**src/rtl/ex_mem_pkg.sv**
```systemverilog
// Shared types for the EX->MEM skid register: FSM states, control-bit
// bundle and occupancy encodings.
package ex_mem_pkg;

  localparam int unsigned OCC_W = 2;

  localparam logic [OCC_W-1:0] OCC_EMPTY = 2'd0;
  localparam logic [OCC_W-1:0] OCC_FULL  = 2'd1;
  localparam logic [OCC_W-1:0] OCC_SKID  = 2'd2;

  typedef enum logic [1:0] {
    EMPTY = 2'd0,
    FULL  = 2'd1,
    SKID  = 2'd2
  } state_e;

  // Control bits carried with every bundle; the width-dependent payload
  // struct is built around this in the top level.
  typedef struct packed {
    logic wb_en;
    logic mem_r_en;
    logic mem_w_en;
  } ctrl_t;

  // Occupancy is a pure function of the state, never a counter.
  function automatic logic [OCC_W-1:0] occ_of(input state_e s);
    case (s)
      EMPTY:   return OCC_EMPTY;
      FULL:    return OCC_FULL;
      SKID:    return OCC_SKID;
      default: return OCC_EMPTY;
    endcase
  endfunction

endpackage

```
**src/rtl/ex_mem_payload_bank.sv**
```systemverilog
// One bundle-wide register with synchronous clear (priority) and load.
// Ports: clk, rst (async, active-high), clr_i, ld_i, d_i[W], q_o[W].
module ex_mem_payload_bank #(
  parameter int unsigned W = 8
) (
  input  logic         clk,
  input  logic         rst,
  input  logic         clr_i,
  input  logic         ld_i,
  input  logic [W-1:0] d_i,
  output logic [W-1:0] q_o
);

  logic [W-1:0] bank_q;

  always_ff @(posedge clk or posedge rst) begin
    if (rst) begin
      bank_q <= '0;
    end else if (clr_i) begin
      bank_q <= '0;
    end else if (ld_i) begin
      bank_q <= d_i;
    end
  end

  assign q_o = bank_q;

endmodule

```
**src/rtl/ex_mem_skid_reg.sv**
```systemverilog
// EX->MEM pipeline register with valid/ready handshake and a one-entry
// skid buffer. Outputs always show the main bank; the skid bank absorbs
// one bundle when MEM stalls, so in_ready is registered and never
// depends combinationally on out_ready.
// Ports: clk, rst, flush; EX side in_valid/in_ready + control/payload;
//        MEM side out_valid/out_ready + registered control/payload;
//        occ (0..2), ctrl_err (sticky illegal read+write control).
module ex_mem_skid_reg
  import ex_mem_pkg::*;
#(
  parameter int unsigned DATA_W      = 32,
  parameter int unsigned DEST_W      = 5,
  parameter bit          R0_SUPPRESS = 1'b1
) (
  input  logic              clk,
  input  logic              rst,
  input  logic              flush,
  input  logic              in_valid,
  output logic              in_ready,
  input  logic              WB_en_in,
  input  logic              MEM_R_EN_in,
  input  logic              MEM_W_EN_in,
  input  logic [DATA_W-1:0] PC_in,
  input  logic [DATA_W-1:0] ALU_result_in,
  input  logic [DATA_W-1:0] ST_val_in,
  input  logic [DEST_W-1:0] Dest_in,
  output logic              out_valid,
  input  logic              out_ready,
  output logic              WB_en,
  output logic              MEM_R_EN,
  output logic              MEM_W_EN,
  output logic [DATA_W-1:0] PC,
  output logic [DATA_W-1:0] ALU_result,
  output logic [DATA_W-1:0] ST_val,
  output logic [DEST_W-1:0] Dest,
  output logic [OCC_W-1:0]  occ,
  output logic              ctrl_err
);

  typedef struct packed {
    ctrl_t             ctrl;
    logic [DATA_W-1:0] pc;
    logic [DATA_W-1:0] alu_result;
    logic [DATA_W-1:0] st_val;
    logic [DEST_W-1:0] dest;
  } bundle_t;

  localparam int unsigned BUNDLE_W = $bits(bundle_t);

  state_e           state_q, state_d;
  logic             in_ready_q, out_valid_q, ctrl_err_q;
  logic [OCC_W-1:0] occ_q;

  logic    accept_c, pop_c;
  logic    main_ld_c, main_clr_c, skid_ld_c, skid_clr_c;
  bundle_t in_bundle_c, main_d_c, main_q, skid_q;

  assign accept_c = in_valid & in_ready_q;
  assign pop_c    = out_valid_q & out_ready;

  // Incoming bundle; writes to R0 are turned into no-writeback here.
  always_comb begin
    in_bundle_c                = '0;
    in_bundle_c.ctrl.wb_en     = WB_en_in &
                                 ((R0_SUPPRESS == 1'b0) || (Dest_in != '0));
    in_bundle_c.ctrl.mem_r_en  = MEM_R_EN_in;
    in_bundle_c.ctrl.mem_w_en  = MEM_W_EN_in;
    in_bundle_c.pc             = PC_in;
    in_bundle_c.alu_result     = ALU_result_in;
    in_bundle_c.st_val         = ST_val_in;
    in_bundle_c.dest           = Dest_in;
  end

  // Next state and bank strobes; flush overrides accept and pop.
  always_comb begin
    state_d    = state_q;
    main_ld_c  = 1'b0;
    main_clr_c = 1'b0;
    skid_ld_c  = 1'b0;
    skid_clr_c = 1'b0;
    main_d_c   = in_bundle_c;
    if (flush) begin
      state_d    = EMPTY;
      main_clr_c = 1'b1;
      skid_clr_c = 1'b1;
    end else begin
      case (state_q)
        EMPTY: begin
          if (accept_c) begin
            state_d   = FULL;
            main_ld_c = 1'b1;
          end
        end
        FULL: begin
          if (accept_c && pop_c) begin
            main_ld_c = 1'b1;
          end else if (accept_c) begin
            state_d   = SKID;
            skid_ld_c = 1'b1;
          end else if (pop_c) begin
            // Going empty leaves a bubble: zeroed controls on the outputs.
            state_d    = EMPTY;
            main_clr_c = 1'b1;
          end
        end
        SKID: begin
          if (pop_c) begin
            state_d    = FULL;
            main_ld_c  = 1'b1;
            main_d_c   = skid_q;
            skid_clr_c = 1'b1;
          end
        end
        default: begin
          state_d    = EMPTY;
          main_clr_c = 1'b1;
          skid_clr_c = 1'b1;
        end
      endcase
    end
  end

  // State plus registered handshake/status outputs.
  always_ff @(posedge clk or posedge rst) begin
    if (rst) begin
      state_q     <= EMPTY;
      in_ready_q  <= 1'b1;
      out_valid_q <= 1'b0;
      occ_q       <= OCC_EMPTY;
      ctrl_err_q  <= 1'b0;
    end else begin
      state_q     <= state_d;
      in_ready_q  <= (state_d != SKID);
      out_valid_q <= (state_d != EMPTY);
      occ_q       <= occ_of(state_d);
      // A flushed input is dropped, so it cannot raise the error either.
      if (!flush && accept_c && MEM_R_EN_in && MEM_W_EN_in) begin
        ctrl_err_q <= 1'b1;
      end
    end
  end

  ex_mem_payload_bank #(.W(BUNDLE_W)) u_main (
    .clk   (clk),
    .rst   (rst),
    .clr_i (main_clr_c),
    .ld_i  (main_ld_c),
    .d_i   (main_d_c),
    .q_o   (main_q)
  );

  ex_mem_payload_bank #(.W(BUNDLE_W)) u_skid (
    .clk   (clk),
    .rst   (rst),
    .clr_i (skid_clr_c),
    .ld_i  (skid_ld_c),
    .d_i   (in_bundle_c),
    .q_o   (skid_q)
  );

  assign in_ready   = in_ready_q;
  assign out_valid  = out_valid_q;
  assign occ        = occ_q;
  assign ctrl_err   = ctrl_err_q;
  assign WB_en      = main_q.ctrl.wb_en;
  assign MEM_R_EN   = main_q.ctrl.mem_r_en;
  assign MEM_W_EN   = main_q.ctrl.mem_w_en;
  assign PC         = main_q.pc;
  assign ALU_result = main_q.alu_result;
  assign ST_val     = main_q.st_val;
  assign Dest       = main_q.dest;

endmodule

```
**config.mk**
```make
export PLATFORM = sky130hd
export DESIGN_NAME = ex_mem_skid_reg
export DESIGN_NICKNAME = d
export VERILOG_FILES = /design/src/rtl/ex_mem_pkg.sv /design/src/rtl/ex_mem_payload_bank.sv /design/src/rtl/ex_mem_skid_reg.sv
export SDC_FILE = /design/constraint.sdc
export NUM_CORES = 1
export LEC_CHECK = 0
export ABC_AREA = 1
export BUFFER_PORTS_ARGS = -buffer_cell sky130_fd_sc_hd__buf_2
export CORE_ASPECT_RATIO = 0.8
export CORE_MARGIN = 2
export CORE_UTILIZATION = 56
export CTS_BUF_LIST = sky130_fd_sc_hd__clkbuf_4
export DETAILED_ROUTE_END_ITERATION = 7
export GPL_ROUTABILITY_DRIVEN = 0
export PLACE_DENSITY_LB_ADDON = 0.3
export SLEW_MARGIN = 30
export SYNTH_ARGS = -nofsm -noshare
export SYNTH_HDL_FRONTEND = slang
export SYNTH_SLANG_ARGS = --single-unit
```
**constraint.sdc**
```tcl
create_clock -name clk -period 10 [get_ports clk]
set_input_delay 2 -clock clk [delete_from_list [all_inputs] [get_ports clk]]
set_output_delay 2 -clock clk [all_outputs]
set_load 0.02 [all_outputs]
```
Word level (Yosys, flattened, before mapping) --
Index checks and enable logic that the tools add are counted.
Storage, ports and cells: flip-flop bits (word level) 215, bits of input ports 109, logic and storage cells 56, output and inout port bits 109
Operators by class: multiplexer cells 29, reduce and logical (&&, ||, !) cells 12, bitwise logic cells 3, eq/ne operators 5
Operators with widths (count):
- $mux 104 | 7
- $mux 2 | 6
- $mux 1 | 11
- $pmux 2 s3 | 1
- $reduce_bool 2->1 | 3
- $reduce_bool 5->1 | 1
- $eq 2x1->1 const B | 2
- $eq 2x2->1 const B | 2
- $logic_and 1x1->1 | 4
- $pmux 1 s2 | 2
- $pmux 2 s2 | 1
- $reduce_or 2->1 | 2
- $and 1x1->1 | 3
- $pmux 1 s3 | 1
- $logic_not 2->1 | 1
- $ne 2x2->1 const B | 1
- $logic_not 1->1 | 1

Longest topological paths before layout --
Gate-level depths: netlist of the first run.
depth after elaboration 8, depth in mapped cells 10, gate-level depth less buffers 8

Hierarchy --
Synthesis of the first run repeated with hierarchy kept, for this count alone.
Unflattened totals: cell total of the unflattened synthesis 1286, area total of the unflattened synthesis 9883.2 um^2
Modules (own cells, without submodules):
- ex_mem_payload_bank | instances 2, cells an instance 453, area each 4101.4 um^2, seq. area each 2602.5 um^2
- ex_mem_skid_reg | instances 1, cells an instance 380, area each 1680.4 um^2, seq. area each 176.4 um^2

Worst setup path after synthesis of the first run --
No wires, ideal clock.
path kind input to register, start point input out_ready, end point register u_skid.bank_q[5] (netlist: u_skid.q_o[5]), setup slack 6.934 ns, data arrival time 2.940 ns, cell stages on the path 8, required time 9.874 ns, path buffers 2, setup time 0.126 ns, cells stage by stage nand2_1 > inv_1 > nor2_1 > nand3_1 > nand3_2 > buf_2 > buf_2 > o21ai_0
Between the ends: longest elaborated chain between the ends 6, elaborated cells between the ends (all ways) 10, those cells by class mux (7); bitwise (1); reduce/logical (2)
Ends and longest elaborated chain:
- start: declaration | line ex_mem_skid_reg.sv:28 | input logic out_ready,
- $and 1x1->1 (*) | line ex_mem_skid_reg.sv:59 | assign pop_c = out_valid_q & out_ready;
- $logic_and 1x1->1 | line ex_mem_skid_reg.sv:95 | if (accept_c && pop_c) begin
- $mux 1 | line ex_mem_skid_reg.sv:95
- $mux 1 | line ex_mem_skid_reg.sv:87 | case (state_q)
- $mux 1 | line ex_mem_skid_reg.sv:82 | if (flush) begin
- $reduce_bool 2->1 (no source line)
- end signal: assignment | line ex_mem_payload_bank.sv:22 | bank_q <= d_i;
- end: declaration | line ex_mem_payload_bank.sv:14 | logic [W-1:0] bank_q;
Mark *: on every way between the ends. The rest lies on a longest branch, timed or not. A chain may end at the register's enable or synchronous reset.

Worst setup path in the final report of the first run --
start point input out_ready, end point register u_skid.bank_q[70] (netlist: u_skid.q_o[70])
The elaborated chain is that of the path after synthesis.

==> flow_summary.ini, run 1 <==
[cts]
clockRootBuffer = clkbuf_4
insertion_delay_ps = 650
cts_max_level = 2
cts_buffers = 53
cts.clk_slew.worst_paths_ps = 60
cts_tree = done
holdBufCountCts = 0
cts.sinks = 215
cts_resized = 0
cts_setup_buffers = 0
clock_path_buffers = 3

[yosys]
yosys.area_share.simple_pct = 23.3
synth-compound-area-share_pct = 11.2
avgSynthCellArea_um2 = 8.19
seq_area_frac_synth_pct = 56.2
synthAdderAreaFrac_pct = 0
yosys-top-cells-area = dfrtp_1 (56%), nand2_1 (17%), o21ai_0 (6.2%)
yosys_warnings = 0
synthCells = 1170
yosysTopAreaCell = dfrtp_1
synthMuxAreaShare_pct = 0
syn_nets = 1279
synth_xor_xnor_area_share_pct = 0
synth_area_um2 = 9580
ys_ff_latch = 215
synth_cell_type_count = 21
yosys.area.top_type_share_pct = 55.9
synth_top_family_by_area = simple AND/OR/NAND/NOR gates

[global_routing]
grt_pass1_vias = 7904
grt-ovfl-total = 0
grt_pass1_wl_um = 38300
track_usage_pct = 26.3
grt_start_max_net_pins = 144
antenna_found_initial = 3

[sta]
final-setup-viol-count = 0
holdWs_ps = 501
maxSlewHeadroom_pct = 40.7
min_period_ps = 3760
fin_crit_sh_pct = 37.6
fmax_mhz = 266
tns_ps = 0
worst_slew_pin_slew_ps = 889
drv_slew = 0
skew_ps = 25.8
hold_viol_final = 0
rsz0062_at_grt = no

[placement]
post-dp-hpwl_um = 14200
dp.cells = 1539
post_dp_cell_area_um2 = 10600
io_buffers = 217

[power]
p_per_area_nw_per_um2 = 178
peakVddDrop_uv = 88.1
leakage_nw = 6.18

[worst_setup_path]
cp.arrival_ps = 4300
cp_max_fo = 58
worst-endpoint-required_ps = 10540
path_class = input port to register
end_kind = register
start_kind = input port

[final_layout]
final_util_pct = 67.8
syn2layout_area_growth_pct = 17.8
fin_cells = 1630
num-fill-cells = 1383
final_nets = 1484
finish.instance_area_um2 = 11300
post_route_cells_drive_above_1_share_pct = 22.6

[floorplanning]
die_area_um2 = 18200
core.rowCount = 42
dieHeight_um = 121
die_x_um = 150
ios = 218
fp.coreArea_um2 = 16700
start_util_pct = 57.5

[detailed_routing]
drtAntennaViolNets = 0
drtIter0Drc = 621
post_drt_wl_per_cell_um = 14.4
routed_wl_um = 23500
routed_via_density = 5.18
dr.pass1.iters = 5
drc = 0
via_count = 8450

[flow_run]
drv_cap = 0

[status]
outcome = finished, final reports clean

[hold_path]
holdCritPathClass = register to register
-- sequential cells by signal, indices dropped and copies added, names as in the netlist --
register    flops
u_main.q_o    104
u_skid.q_o    104
occ             2
state_q         2
ctrl_err        1
in_ready        1
out_valid       1
-- routing by layer --
| layer | vias up | wire, µm | GRT usage [%] |
|---|---|---|---|
| li1 | 4127 | - | - |
| met1 | 3970 | 10600 | 37.5 |
| met2 | 320 | 10500 | 39.7 |
| met3 | 33 | 1950 | 6.24 |
| met4 | 0 | 471 | 9.43 |
| met5 | - | 0 | 0 |
-- critical path: stages --
cell	delay [ps]
buf_2	110
nand2_1	150
inv_1	70
nor2_1	120
nand3_1	230
nor2_4	520
buf_16	250
buf_4	530
nand2_1	130
o21ai_0	140
-- cells in the mapped netlist --
| cell | instances |
|---|---|
| nand2_1 | 426 |
| dfrtp_1 | 214 |
| o21ai_0 | 119 |
| inv_1 | 114 |
| nand3_1 | 108 |
| o21ai_1 | 89 |
| buf_2 | 40 |
| clkbuf_1 | 19 |
| buf_6 | 13 |
| nor2_1 | 6 |
| buf_4 | 5 |
| inv_2 | 4 |
| a21oi_2 | 2 |
| nand2_2 | 2 |
| nand3b_1 | 2 |
| nor2_2 | 2 |
| a41o_1 | 1 |
| dfstp_2 | 1 |
| nand2_4 | 1 |
| nand3_2 | 1 |
| nor2_4 | 1 |
-- stage by stage --
| step | setup WS, ps | total power [mW] |
|---|---|---|
| 2_1_floorplan | 2120 | 1.23 |
| 3_3_place_gp | 5370 | 1.34 |
| 3_5_place_dp | 5360 | 1.35 |
| 4_1_cts | 6050 | 2.03 |
| 5_1_grt | 6070 | 2.12 |
| 6_report | 6240 | 2.01 |
-- placed cells by master (no fill, tap or decap), types with 2 or more instances in the layout --
master,Yosys,routed
inv_1,114,113
buf_2,40,217
nand2_1,426,426
clkbuf_4,0,74
nand3b_1,2,2
buf_16,0,3
nor2_1,6,6
inv_2,4,5
o21ai_0,119,119
dfrtp_1,214,214
diode_2,0,6
nor2_4,1,2
clkinv_1,0,9
o21ai_1,89,89
nand3_1,108,108
buf_4,5,5
-- power by group --
group	internal [mW]	switching (mW)
Sequential	0.944	0.0372
Clock	0.335	0.341
Combinational	0.104	0.253
-- area by class of cell --
cell class                 instances  area, µm²  share of cell area (%)
timing repair buffer             227       1230                    10.9
clock buffer                      74        556                    4.92
antenna                            6       15.0                   0.133
tap                              220        275                    2.44
sequential                       215       5380                    47.7
inverter                         118        455                    4.03
clock inverter                    10       37.5                   0.332
multi-input combinational        760       3340                    29.6
-- final timing paths --
path | slack (ps) | depth (start not counted) | from | endpoint
max | 6240 | 10 | out_ready | u_skid.q_o[70]$_DFFE_PP0P_
min | 500 | 2 | u_main.q_o[66]$_DFFE_PP0P_ | u_main.q_o[66]$_DFFE_PP0P_
max in group asynchronous | 7320 | 3 | rst | u_skid.q_o[75]$_DFFE_PP0P_
max reg2reg | 7280 | 9 | out_valid$_DFF_PP0_ | u_skid.q_o[70]$_DFFE_PP0P_
min in group asynchronous | 1440 | 2 | rst | u_main.q_o[72]$_DFFE_PP0P_
min reg2reg | 500 | 2 | u_main.q_o[66]$_DFFE_PP0P_ | u_main.q_o[66]$_DFFE_PP0P_
-- cells by family (layout without fill, tap and decap cells) --
kind of cell,count (synthesis),after routing
flops,215,215
compound gates,211,211
simple gates,549,549
other cells,0,6
buf+inv,195,429
Power figures use the tool's default switching activity.
==> run 2, diff against run 1 <==
- CORE_UTILIZATION: 56 -> 51
- clock period: 10 -> 3.1 ns (I/O delays scaled with it)
==> run 2 against run 1 <==
Against the previous run:
- die area rose by 9.5%
- critical endpoint is now u_main.q_o[98]$_DFFE_PP0P_
- setup slack worse by 5100 ps
- hold slack worse by 410 ps
- largest cell class unchanged
- flip-flop and latch count unchanged
- sequential power rose to 3.2 times the previous value
- largest power group unchanged
- first-iteration DRC count is 14% lower
==> flow_summary.ini, run 2 (synthesis results as in run 1) <==
[status]
outcome = finished, final reports clean

[final_layout]
fin_cells = 1667
syn2layout_area_growth_pct = 19.1
final_nets = 1495
post_route_cells_drive_above_1_share_pct = 23.2
mostFrequentLayoutCells = nand2_1 (426), buf_2 (217), dfrtp_1 (214)
num-fill-cells = 1612
final_common_cell = nand2_1

[power]
leakage_nw = 6.23
peakVddDrop_uv = 256
p_per_area_nw_per_um2 = 566
power_mw = 6.46

[worst_setup_path]
r2r-start = state_q[0]$_DFF_PP0_
worst-endpoint-required_ps = 3620
path_class = register to register
r2r_slack_ps = 1090
start_kind = register
ff2ff_path_depth = 9
cp.arrival_ps = 2530
end_kind = register
rr_endpoint = u_main.q_o[98]$_DFFE_PP0P_
cp_max_fo = 98

[sta]
skew_ps = 24.1
fin_crit_sh_pct = 64.8
maxSlewHeadroom_pct = 53.2
drv_slew = 0
hold_viol_final = 0
rsz0062_at_grt = no
final-setup-viol-count = 0
worst_slew_pin_slew_ps = 700
min_period_ps = 2010
fmax_mhz = 498

[placement]
io_buffers = 217
post-dp-hpwl_um = 15500
dp.cells = 1585

[global_routing]
grt_pass1_wl_um = 39900
track_usage_pct = 24.9
grt-ovfl-total = 0
antenna_found_initial = 3
grt_pass1_vias = 8047
grt_start_max_net_pins = 99

[floorplanning]
dieHeight_um = 127
ios = 218
core.rowCount = 44
fp.coreArea_um2 = 18300
start_util_pct = 52.4
die_area_um2 = 19900
die_x_um = 157

[cts]
cts_resized = 0
cts_tree = done
holdBufCountCts = 0
clock_path_buffers = 3
cts_buffers = 52
cts_max_level = 2
clockRootBuffer = clkbuf_4
cts.clk_slew.worst_paths_ps = 70
cts_setup_buffers = 0
cts.sinks = 215
insertion_delay_ps = 630

[detailed_routing]
routed_via_density = 5.09
drtAntennaViolNets = 0
dr.pass1.iters = 5
drtIter0Drc = 533
post_drt_wl_per_cell_um = 14.7
drc = 0
routed_wl_um = 24500
via_count = 8491

[flow_run]
drv_cap = 0

[hold_path]
holdCritPathClass = input port to asynchronous set/reset pin
[run 2: changes by cell type in the layout (fill, tap and decap cells not counted), moves of 3 or more]
cell	delta
diode_2	-3
buf_16	-3
buf_12	+8
clkinv_1	-4
buf_4	+9
[run 2: metrics by stage]
step | instance area (µm²) | hold slack, ps | worst slack [ps] | util, % | TNS, ps
after floorplan | 9590 | 483 | -317 | - | -67910
after global placement | 10800 | 444 | 905 | 59.3 | 0
after detailed placement | 10800 | 451 | 836 | 59.3 | 0
after CTS | 11400 | 70.8 | 1110 | 62.4 | 0
after global routing | 11400 | 97.1 | 914 | 62.4 | 0
final | 11400 | 95.5 | 1090 | 62.5 | 0
[run 2: final cells by class]
type                            count  area (µm²)  share of cell area (%)
Inverter                          118         447                    3.91
Sequential cell                   215        5380                    47.1
Tap cell                          253         317                    2.77
Antenna cell                        3        7.51                  0.0658
Clock inverter                      5        18.8                   0.164
Clock buffer                       74         556                    4.87
Multi-Input combinational cell    760        3340                    29.2
Timing Repair Buffer              239        1350                    11.8
[run 2: metal layers]
metal	share of wire, %	global-route usage (%)	wire, µm
met2	44	37.6	10900
met3	8.4	5.94	2050
met1	45	35.9	11100
met5	0	0	0
met4	1.9	7.65	468
[run 2: worst max-delay path by stage]
stage                              start                    endpoint  slack (ps)  depth (start not counted)
floorplan                            rst        ctrl_err$_DFFE_PP0P_        -320                          1
global placement               out_ready  u_main.q_o[98]$_DFFE_PP0P_         900                          9
detailed placement             out_ready  u_main.q_o[98]$_DFFE_PP0P_         840                          9
CTS                   in_ready$_DFF_PP1_                    in_ready        1110                          1
global route        state_q[0]$_DFF_PP0_  u_main.q_o[82]$_DFFE_PP0P_         910                          9
finish              state_q[0]$_DFF_PP0_  u_main.q_o[98]$_DFFE_PP0P_        1090                          9
[run 2: report_power, final]
group / switching [mW] / internal (mW)
logic: 0.827 / 0.354
registers: 0.118 / 3.05
clock network: 1.04 / 1.07
total: 1.99 / 4.47
[run 2: worst max-delay path, stage by stage (launching register included)]
cell,delay (ps)
dfrtp_1,420
inv_2,90
nand2_1,60
nor2_2,210
nand2_8,340
buf_4,390
nand2_1,90
o21ai_0,80
nand2_1,90
nand2_1,40
==> run 3, diff against run 2 <==
- clock period: 3.1 -> 1.61 ns (I/O delays scaled with it)
==> run 3 against run 2 <==
Against the previous run:
- register-to-register slack worse by 1100 ps
- hold slack improved by 51 ps
- highest routed layer unchanged
- non-clock buffer count increased by 137
- largest power group unchanged
- largest cell class unchanged
- total power up 110%
- via count up 12%
- the flow now finishes with violations (setup timing)
==> flow_summary.ini, run 3 (synthesis results as in run 1) <==
[status]
outcome = finished with violations
violations = setup timing

[global_routing]
grt_pass1_vias = 8998
antenna_found_initial = 1
grt_start_max_net_pins = 99
grt-ovfl-total = 0
track_usage_pct = 27.2
grt_pass1_wl_um = 43600

[placement]
io_buffers = 217
dp.cells = 1590
post-dp-hpwl_um = 15300

[cts]
clock_path_buffers = 3
cts_max_level = 2
clockRootBuffer = clkbuf_4
cts.sinks = 215
cts_buffers = 54
cts.clk_slew.worst_paths_ps = 60
cts_tree = done
insertion_delay_ps = 660

[final_layout]
final_common_cell = nand2_1
fin_cells = 1813
syn2layout_area_growth_pct = 41.2
final_nets = 1634
num-fill-cells = 1318
final_util_pct = 74.0
mostFrequentLayoutCells = nand2_1 (380), dfrtp_1 (213), buf_2 (213)
post_route_cells_drive_above_1_share_pct = 27.4

[sta]
maxSlewHeadroom_pct = 63.7
fin_crit_sh_pct = 102
skew_ps = 24.6
final-setup-viol-count = 50
fin_ws_ps = -35.7
fmax_mhz = 608
worst_slew_pin_slew_ps = 545
min_period_ps = 1650
rsz0062_at_grt = yes
hold_viol_final = 0
drv_slew = 0

[floorplanning]
die_area_um2 = 19900
core.rowCount = 44
dieHeight_um = 127
fp.coreArea_um2 = 18300
die_x_um = 157
ios = 218
start_util_pct = 52.4

[detailed_routing]
drc = 0
via_count = 9491
drtAntennaViolNets = 0
routed_wl_um = 30100
drtIter0Drc = 963
routed_via_density = 5.23
post_drt_wl_per_cell_um = 16.6
dr.pass1.iters = 6

[power]
leakage_nw = 7.17
power_mw = 13.8
p_per_area_nw_per_um2 = 1020
peakVddDrop_uv = 590

[worst_setup_path]
r2r_slack_ps = -40
critPathLaunch = in_ready$_DFF_PP1_
r2r-start = in_ready$_DFF_PP1_
end_kind = register
worst-endpoint-required_ps = 2200
path_class = register to register
rr_endpoint = u_main.q_o[38]$_DFFE_PP0P_
cp.arrival_ps = 2240
cp_max_fo = 7
ff2ff_path_depth = 10
cp-endpoint = u_main.q_o[38]$_DFFE_PP0P_
start_kind = register

[hold_path]
holdCritPathClass = input port to register
whs_path_depth = 3

[flow_run]
drv_cap = 0
==> run 3: how the worst min path moves through the flow <==
stage | end | start
2_1_floorplan | u_skid.q_o[100]$_DFFE_PP0P_ | PC_in[31]
3_3_place_gp | u_main.q_o[12]$_DFFE_PP0P_ | rst
3_5_place_dp | u_main.q_o[12]$_DFFE_PP0P_ | rst
4_1_cts | ctrl_err$_DFFE_PP0P_ | in_valid
5_1_grt | in_ready$_DFF_PP1_ | flush
6_report | in_ready$_DFF_PP1_ | flush
==> run 3: layer usage <==
metal	GRT usage (%)	vias to the layer above	routed length, µm
met5	0	-	0
met4	9.95	0	895
met3	6.66	79	2830
met2	43.4	501	14100
met1	36.4	4474	12300
li1	-	4437	-
==> run 3: final cells by class <==
class / count / area [µm²] / share of cell area (%)
repair buffers: 376 / 3140 / 23.2
clock inverters: 6 / 51.3 / 0.379
flip-flops and latches: 215 / 5380 / 39.8
well taps: 253 / 317 / 2.34
multi-input cells: 760 / 3560 / 26.3
inverters: 118 / 449 / 3.32
diodes: 2 / 5.00 / 0.0370
clock buffers: 83 / 623 / 4.61
==> run 3: what timing repair did <==
action | CTS | global route
gates cloned | 2 | 16
pin swaps | 2 | 38
resized for setup | 11 | 88
hold buffers | 105 | 0
endpoints found under the hold margin | 336 | 0
endpoints found under the setup margin | 73 | 199
buffers inserted | 2 | 7
==> run 3: stage by stage <==
step / hold WS (ps) / cell area, µm² / setup WS, ps / TNS [ps]
2_1_floorplan: 443 / 9590 / -1510 / -323790
3_3_place_gp: 409 / 11000 / 10.9 / 0
3_5_place_dp: 408 / 11000 / -60.2 / -766
4_1_cts: 63.8 / 12800 / -60.7 / -277
5_1_grt: 120 / 13500 / -122 / -8720
6_report: 147 / 13500 / -35.7 / -669
==> run 3: where the power goes <==
group	total [mW]	leakage (nW)	internal (mW)	switching (mW)
clock	4.63	0.409	2.47	2.16
combinational	3.06	3.84	1.19	1.87
sequential	6.10	2.92	5.86	0.235
total	13.8	7.17	9.52	4.27
==> run 3: critical path, stage by stage, from the launching register on <==
cell and delay (ps):
dfstp_2 550, nand2_2 70, inv_4 80, nand2_2 50, nand2_2 70, nand2_4 90, nor2_4 180, clkbuf_16 210
clkbuf_16 160, nand2_2 60, nand2_2 60
